[src/rtl/cache_line_refill_ctrl_pkg.sv]
// Shared definitions for the single-line miss sequencer: FSM encoding and AXI burst constants.
package cache_pkg;

    typedef enum logic [2:0] {
        ST_IDLE,
        ST_WB_AW,
        ST_WB_W,
        ST_WB_B,
        ST_RF_AR,
        ST_RF_R,
        ST_DONE
    } state_e;

    localparam int         BURST_LEN    = 16;
    localparam logic [2:0] ARSIZE       = 3'b010;
    localparam logic [1:0] ARBURST_INCR = 2'b01;
    localparam logic [7:0] AXLEN        = 8'd15;

endpackage

[src/rtl/cache_line_refill_ctrl_beat_counter.sv]
// Word-offset beat counter shared by the writeback and refill bursts.
module cache_beat_counter
    import cache_pkg::*;
#(
    parameter int W = 4
) (
    input  logic         clk,
    input  logic         rst_n,
    input  logic         clr,
    input  logic         inc,
    output logic [W-1:0] cnt,
    output logic         last
);

    always_ff @(posedge clk) begin
        if (!rst_n)   cnt <= '0;
        else if (clr) cnt <= '0;
        else if (inc) cnt <= cnt + 1'b1;
    end

    assign last = (cnt == W'(BURST_LEN - 1));

endmodule

[src/rtl/cache_line_refill_ctrl.sv]
// Miss sequencer for one cache line: optional dirty-victim writeback burst, then refill burst and tag install.
module cache_line_refill_ctrl
    import cache_pkg::*;
#(
    parameter int TAG_WIDTH        = 20,
    parameter int INDEX_WIDTH      = 6,
    parameter int CACHE_LINE_WIDTH = 6,
    parameter int OFFSET_WIDTH     = CACHE_LINE_WIDTH - 2
) (
    input  logic                    clk,
    input  logic                    rst_n,
    input  logic                    miss_req,
    input  logic [TAG_WIDTH-1:0]    miss_tag,
    input  logic [INDEX_WIDTH-1:0]  miss_index,
    output logic                    busy,
    output logic                    done,
    input  logic [TAG_WIDTH-1:0]    line_rtag,
    input  logic [31:0]             line_rdata,
    input  logic                    line_rdirty,
    input  logic                    line_rvalid,
    output logic [OFFSET_WIDTH-1:0] line_roff,
    output logic                    line_we,
    output logic [TAG_WIDTH-1:0]    line_wtag,
    output logic [OFFSET_WIDTH-1:0] line_woff,
    output logic [31:0]             line_wdata,
    output logic [3:0]              line_wbe,
    output logic                    line_wdirty,
    output logic                    line_wvalid,
    output logic [31:0]             awaddr,
    output logic [7:0]              awlen,
    output logic                    awvalid,
    input  logic                    awready,
    output logic [31:0]             wdata,
    output logic                    wlast,
    output logic                    wvalid,
    input  logic                    wready,
    input  logic                    bvalid,
    output logic                    bready,
    output logic [31:0]             araddr,
    output logic [7:0]              arlen,
    output logic                    arvalid,
    input  logic                    arready,
    input  logic [31:0]             rdata,
    input  logic                    rlast,
    input  logic                    rvalid,
    output logic                    rready
);

    state_e                  state_q, state_d;
    logic [TAG_WIDTH-1:0]    tag_q, victim_q;
    logic [INDEX_WIDTH-1:0]  index_q;
    logic                    cnt_clr, cnt_inc, cnt_last;
    logic [OFFSET_WIDTH-1:0] cnt;

    // The beat count alone terminates the refill, so rlast is not needed for control.
    logic unused_ok;
    assign unused_ok = &{1'b0, rlast, ARSIZE, ARBURST_INCR};

    always_ff @(posedge clk) begin
        if (!rst_n) begin
            state_q  <= ST_IDLE;
            tag_q    <= '0;
            victim_q <= '0;
            index_q  <= '0;
        end else begin
            state_q <= state_d;
            if (state_q == ST_IDLE && miss_req) begin
                tag_q    <= miss_tag;
                victim_q <= line_rtag;
                index_q  <= miss_index;
            end
        end
    end

    cache_beat_counter #(.W(OFFSET_WIDTH)) u_cnt (
        .clk   (clk),
        .rst_n (rst_n),
        .clr   (cnt_clr),
        .inc   (cnt_inc),
        .cnt   (cnt),
        .last  (cnt_last)
    );

    // Addresses come straight from the latched registers, so they cannot move while valid is high.
    assign awaddr    = {victim_q, index_q, {CACHE_LINE_WIDTH{1'b0}}};
    assign araddr    = {tag_q, index_q, {CACHE_LINE_WIDTH{1'b0}}};
    assign awlen     = AXLEN;
    assign arlen     = AXLEN;
    assign line_roff = cnt;
    assign busy      = (state_q != ST_IDLE);

    always_comb begin
        state_d     = state_q;
        cnt_clr     = 1'b0;
        cnt_inc     = 1'b0;
        done        = 1'b0;
        awvalid     = 1'b0;
        wvalid      = 1'b0;
        wdata       = '0;
        wlast       = 1'b0;
        bready      = 1'b0;
        arvalid     = 1'b0;
        rready      = 1'b0;
        line_we     = 1'b0;
        line_wtag   = '0;
        line_woff   = '0;
        line_wdata  = '0;
        line_wbe    = '0;
        line_wdirty = 1'b0;
        line_wvalid = 1'b0;
        case (state_q)
            ST_IDLE: begin
                if (miss_req) state_d = (line_rvalid && line_rdirty) ? ST_WB_AW : ST_RF_AR;
            end
            ST_WB_AW: begin
                awvalid = 1'b1;
                if (awready) begin
                    cnt_clr = 1'b1;
                    state_d = ST_WB_W;
                end
            end
            ST_WB_W: begin
                wvalid = 1'b1;
                wdata  = line_rdata;
                wlast  = cnt_last;
                if (wready) begin
                    cnt_inc = 1'b1;
                    if (cnt_last) state_d = ST_WB_B;
                end
            end
            ST_WB_B: begin
                bready = 1'b1;
                if (bvalid) state_d = ST_RF_AR;
            end
            ST_RF_AR: begin
                arvalid = 1'b1;
                if (arready) begin
                    cnt_clr = 1'b1;
                    state_d = ST_RF_R;
                end
            end
            ST_RF_R: begin
                rready = 1'b1;
                if (rvalid) begin
                    // Valid is written only with the last word, so the line reads invalid mid-refill.
                    line_we     = 1'b1;
                    line_woff   = cnt;
                    line_wdata  = rdata;
                    line_wbe    = 4'hF;
                    line_wtag   = tag_q;
                    line_wvalid = cnt_last;
                    cnt_inc     = 1'b1;
                    if (cnt_last) state_d = ST_DONE;
                end
            end
            ST_DONE: begin
                done    = 1'b1;
                state_d = ST_IDLE;
            end
            default: state_d = ST_IDLE;
        endcase
    end

endmodule
[config.mk]
export PLATFORM = sky130hd
export DESIGN_NAME = cache_line_refill_ctrl
export DESIGN_NICKNAME = d
export VERILOG_FILES = /design/src/rtl/cache_line_refill_ctrl_pkg.sv /design/src/rtl/cache_line_refill_ctrl_beat_counter.sv /design/src/rtl/cache_line_refill_ctrl.sv
export SDC_FILE = /design/constraint.sdc
export NUM_CORES = 1
export LEC_CHECK = 0
export ABC_AREA = 1
export CORE_AREA = 3 3 120 122
export CTS_BUF_LIST = sky130_fd_sc_hd__clkbuf_16
export CTS_CLUSTER_DIAMETER = 80
export DETAILED_ROUTE_END_ITERATION = 8
export DIE_AREA = 0 0 123 125
export PLACE_DENSITY = 0.71
export SLEW_MARGIN = 0
export SYNTH_ARGS = -nofsm -noshare
export SYNTH_HDL_FRONTEND = slang
export SYNTH_SLANG_ARGS = --single-unit
[constraint.sdc]
create_clock -name clk -period 1.5 [get_ports clk]
set_input_delay 0.15 -clock clk [delete_from_list [all_inputs] [get_ports clk]]
set_output_delay 0.15 -clock clk [all_outputs]
set_load 0.01 [all_outputs]
; ---- After elaboration in Yosys (flattened, before gate mapping)
; Cells that the tools add are included.
; W data, S select, Z words.
[totals]
word_cells = 63
in_bits = 121
ram_bits = 0
reg_bits = 53
mem_count = 0
mem_bits_ro = 0
out_inout_bits = 187
latchBits = 0
[classes]
mul = 0
bitwise_logic = 1
shift = 0
mux = 35
n_eq_ne = 15
div = 0
n_lt_le_gt_ge = 0
reduce_logical = 6
addsub = 1
[ops]
columns = cell, count
row1 = $mux W32, 3
row2 = $mux W20, 2
row3 = $mux W3, 9
row4 = $pmux W3 S6, 1
row5 = $mux W4, 4
row6 = $ne A2 B2 Y1 const B, 8
row7 = $mux W1, 14
row8 = $eq A3 B3 Y1 const B, 3
row9 = $reduce_and A8 Y1, 1
row10 = $eq A3 B2 Y1 const B, 2
row11 = $add A4 B1 Y4 const B, 1
row12 = $eq A4 B4 Y1 const B, 1
row13 = $pmux W1 S2, 2
row14 = $eq A3 B1 Y1 const B, 1
row15 = $logic_not A3 Y1, 1
row16 = $reduce_bool A3 Y1, 1
row17 = $logic_and A1 B1 Y1, 2
row18 = $reduce_or A2 Y1, 1
row19 = $not A1 Y1, 1

; ---- Logic depth before layout (Yosys ltp)
; Gate-level depths: netlist (run 1).
[depth]
word_depth = 4
depth_mapped = 10

; ---- By module
; From an unflattened synthesis (run 1), not the netlist that was laid out.
[hier_totals]
cells_unflattened = 497
hier_area_um2 = 3194.3
[by_module_without_submodules]
columns = module, area_per_inst_um2, n_inst, seq_area_each_um2, cells_each
row1 = cache_line_refill_ctrl, 3012.9, 1, 980.9, 472
row2 = cache_beat_counter, 181.4, 1, 80.1, 25

; ---- Least setup slack after synthesis (run 1)
; OpenSTA, ideal clock, no wires.
[synth_timing]
kind = register to output
start = reg state_q[1]
end = out line_wbe[0]
setup_slack_ns = 0.059
required_ns = 1.350
path_stages_with_launch = 10
t_arrival_ns = 1.291
cell_sequence = dfxtp_1 -> buf_2 -> inv_2 -> nand2_2 -> nor2_4 -> nand2_2 -> buf_6 -> buf_6 -> inv_2 -> buf_4
[synth_between]
elab_chain_len = 2
[synth_lines]
columns = element, line_no
row1 = start: declaration, cache_line_refill_ctrl.sv:49  ; state_e state_q, state_d;
row2 = start signal: assignment, cache_line_refill_ctrl.sv:66  ; state_q <= state_d;
row3 = $eq A3 B3 Y1, cache_line_refill_ctrl.sv:111  ; case (state_q)
row4 = $mux W4, cache_line_refill_ctrl.sv:111
row5 = end: declaration, cache_line_refill_ctrl.sv:26  ; output logic [3:0] line_wbe,
; No other way between the ends.

; ---- Final worst setup path (run 1)
[layout_timing]
start = reg state_q[0]
end = out wdata[8]
[layout_between]
elab_chain_len = 2
[layout_lines]
columns = element, line_no
row1 = $eq A3 B2 Y1, cache_line_refill_ctrl.sv:111
row2 = $mux W32, cache_line_refill_ctrl.sv:111
row3 = end: declaration, cache_line_refill_ctrl.sv:33  ; output logic [31:0] wdata,
; No other way between the ends.

==> impl_metrics.ini, run 1 <==
[status]
status = finished with violations
violations = negative setup slack

[cells_and_area]
layout_commonest_cell = clkdlybuf4s50_1
fin_nets = 911
layout_common_cells = 174 x clkdlybuf4s50_1, 120 x inv_1, 62 x buf_2, 49 x dfxtp_1, 47 x buf_6
areaGrowthSynthToFinish_pct = 113
finalCoreUtilization_pct = 52.1
layout-drive-gt1-share_pct = 37.2
antenna_cells = 0
final_area_mm2 = 0.00693

[power]
p_sw_mw = 3.62
pwr-share-seq_pct = 22.3
p_per_area_mw_per_mm2 = 1320
vdd_drop_max_uv = 648
p_comb_share_pct = 63.3
power_switching_share_pct = 39.4
cell_internal_pwr_mw = 5.56
clockPowerShare_pct = 14.3
leakage_nw = 3.20

[floorplan]
start_util_pct = 24.4
boundaryPins = 308
die_h_um = 125
die_w_um = 123
dieArea_mm2 = 0.0154
core_mm2 = 0.0133
rows = 42

[logic_synthesis]
syn_inst = 493
ys_seq_area_share_pct = 32.6
synth_seq_cells = 53
syn_area_mm2 = 0.00325
yosys_warnings = 0
syn-mean-instance-area_um2 = 6.59
synthDistinctLibCells = 24

[clocking]
clock_latency_ns = 0.29
cts_htree_levels = 2
cts_sinks = 53
cts_buffers = 5
clock_path_buffers = 2
path_clk_slew_ns = 0.07
cts_tree = done
root_buffer = clkbuf_16

[sta]
finalHoldViolations = 0
timing.hold.ws_ns = 0.145
setup_viol = 102
finalMaxSlewViolations = 0
max_freq_mhz = 607
period_share_pct = 110
final.setup.worst_slack_ns = -0.147
grt_setup_unrepaired = true
timing.setup.tns_ns = -5.22
layout_min_cycle_time_ns = 1.65
clock_skew_ns = 0.00742

[drt]
drc_errors = 0
first_iter_violations = 170
avgRoutedWirePerCell_um = 14.4
drt_pass1_iterations = 4
vias_per_cell = 4.15
via_count = 4006
final_antenna_net_count = 0
finalWirelength_mm = 13.9

[global_routing]
grt_start_max_net_pins = 77
grt_pass1_wl_mm = 17.8
first_global_vias = 3427
antenna_found_initial = 0
grt-ovfl-total = 0
track_usage_pct = 14.4

[critical_path]
setup.worst_path.class = reg2out
end_kind = output pin
crit_required_ns = 1.35
cp.arrival_ns = 1.50
crit_fanout = 8
start_kind = register

[placement]
port_buffers = 277
gp_congestion = 0.812
hpwl_mm = 9.54
place_ws_ns = -0.267
place_area_mm2 = 0.00612

[job]
maxCapViolCount = 0

[hold_path]
min_path_type = in2reg
[sequential cells by signal, summed over array words and instances, names as in the netlist]
name and cells:
tag_q 20, state_q 3, victim_q 20, index_q 6, u_cnt.cnt 4
[critical path, cell delays in order (launching register included)]
cell     delay [ns]
dfxtp_2        0.34
buf_6          0.12
nor2_4         0.14
nand2_8        0.12
buf_16         0.18
buf_6          0.12
nor2_4         0.07
buf_6          0.10
[synth_stat cells, drive strengths merged]
cell / instances / area, µm²
inv: 126 / 473
clkbuf: 9 / 33.8
ha: 1 / 12.5
o21ai: 48 / 244
nor2: 102 / 493
o211ai: 2 / 15.0
a21oi: 51 / 255
dfxtp: 53 / 1060
nand3b: 1 / 7.51
nand2: 28 / 113
buf: 56 / 453
nor3: 1 / 5.00
nand3: 11 / 60.1
conb: 2 / 7.51
xor2: 2 / 17.5
[final timing paths]
path           startpoint           end  slack, ns  depth (start not counted)
max reg2reg    state_q[0]  u_cnt.cnt[2]      -0.06                          9
max            state_q[0]      wdata[8]      -0.15                          7
min reg2reg  victim_q[12]  victim_q[12]       0.44                          2
min                 rst_n    state_q[1]       0.14                          3
[per-layer routing]
layer / global-route usage [%] / vias up / part of all wire (%)
li1: - / 1981 / -
met2: 26.1 / 167 / 53
met5: 0 / - / 0
met3: 3.97 / 12 / 8.6
met4: 3.19 / 0 / 1.2
met1: 16.8 / 1846 / 37
[layout make-up]
cell class                      instances  area [µm²]
Fill cell                            1278        6370
Timing Repair Buffer                  327        3180
Multi-Input combinational cell        276        1810
Sequential cell                        53        1070
Inverter                              126         483
Tap cell                              176         220
Clock buffer                            5         125
Clock inverter                          3        41.3
[metrics by stage]
stage / instances / power [mW]
after floorplan: 520 / 4.20
after global placement: 934 / 6.27
after detailed placement: 934 / 6.32
after CTS: 949 / 7.79
after global routing: 966 / 9.73
final: 966 / 9.17
[repair_timing]
item / in CTS / in global routing
buffers inserted: 5 / 7
gates resized for setup: 407 / 202
pin swaps: 0 / 10
hold buffers: 0 / 0
endpoints found under the setup margin: 106 / 108
gates cloned: 2 / 10
[cell families (layout without fill, tap and decap cells)]
group | count (synthesis) | after routing | share of synthesized area, %
AOI/OAI and AO/OA | 101 | 101 | 15.8
adders and majority gates | 1 | 1 | 0.385
and+or+nand+nor | 143 | 143 | 20.9
buffers and inverters | 191 | 461 | 29.5
other | 2 | 29 | 0.231
DFF | 53 | 53 | 32.6
xor gates and xnor gates | 2 | 2 | 0.539
[power groups by stage]
stage | Combinational [mW] | Sequential, mW | Clock, mW
final | 5.81 | 2.05 | 1.32
after global placement | 4.24 | 2.04 | 0
after floorplan | 2.00 | 2.20 | 0
after detailed placement | 4.26 | 2.05 | 0
after CTS | 4.35 | 2.04 | 1.39
after global routing | 6.21 | 2.11 | 1.42
Note: power is estimated with default switching activity, not from simulation.
==> inputs of run 2 (changes only) <==
Settings changed: GPL_ROUTABILITY_DRIVEN from default to 0.
==> results of run 2 <==
Final layout, timing and power as in run 1 (identical DEF).
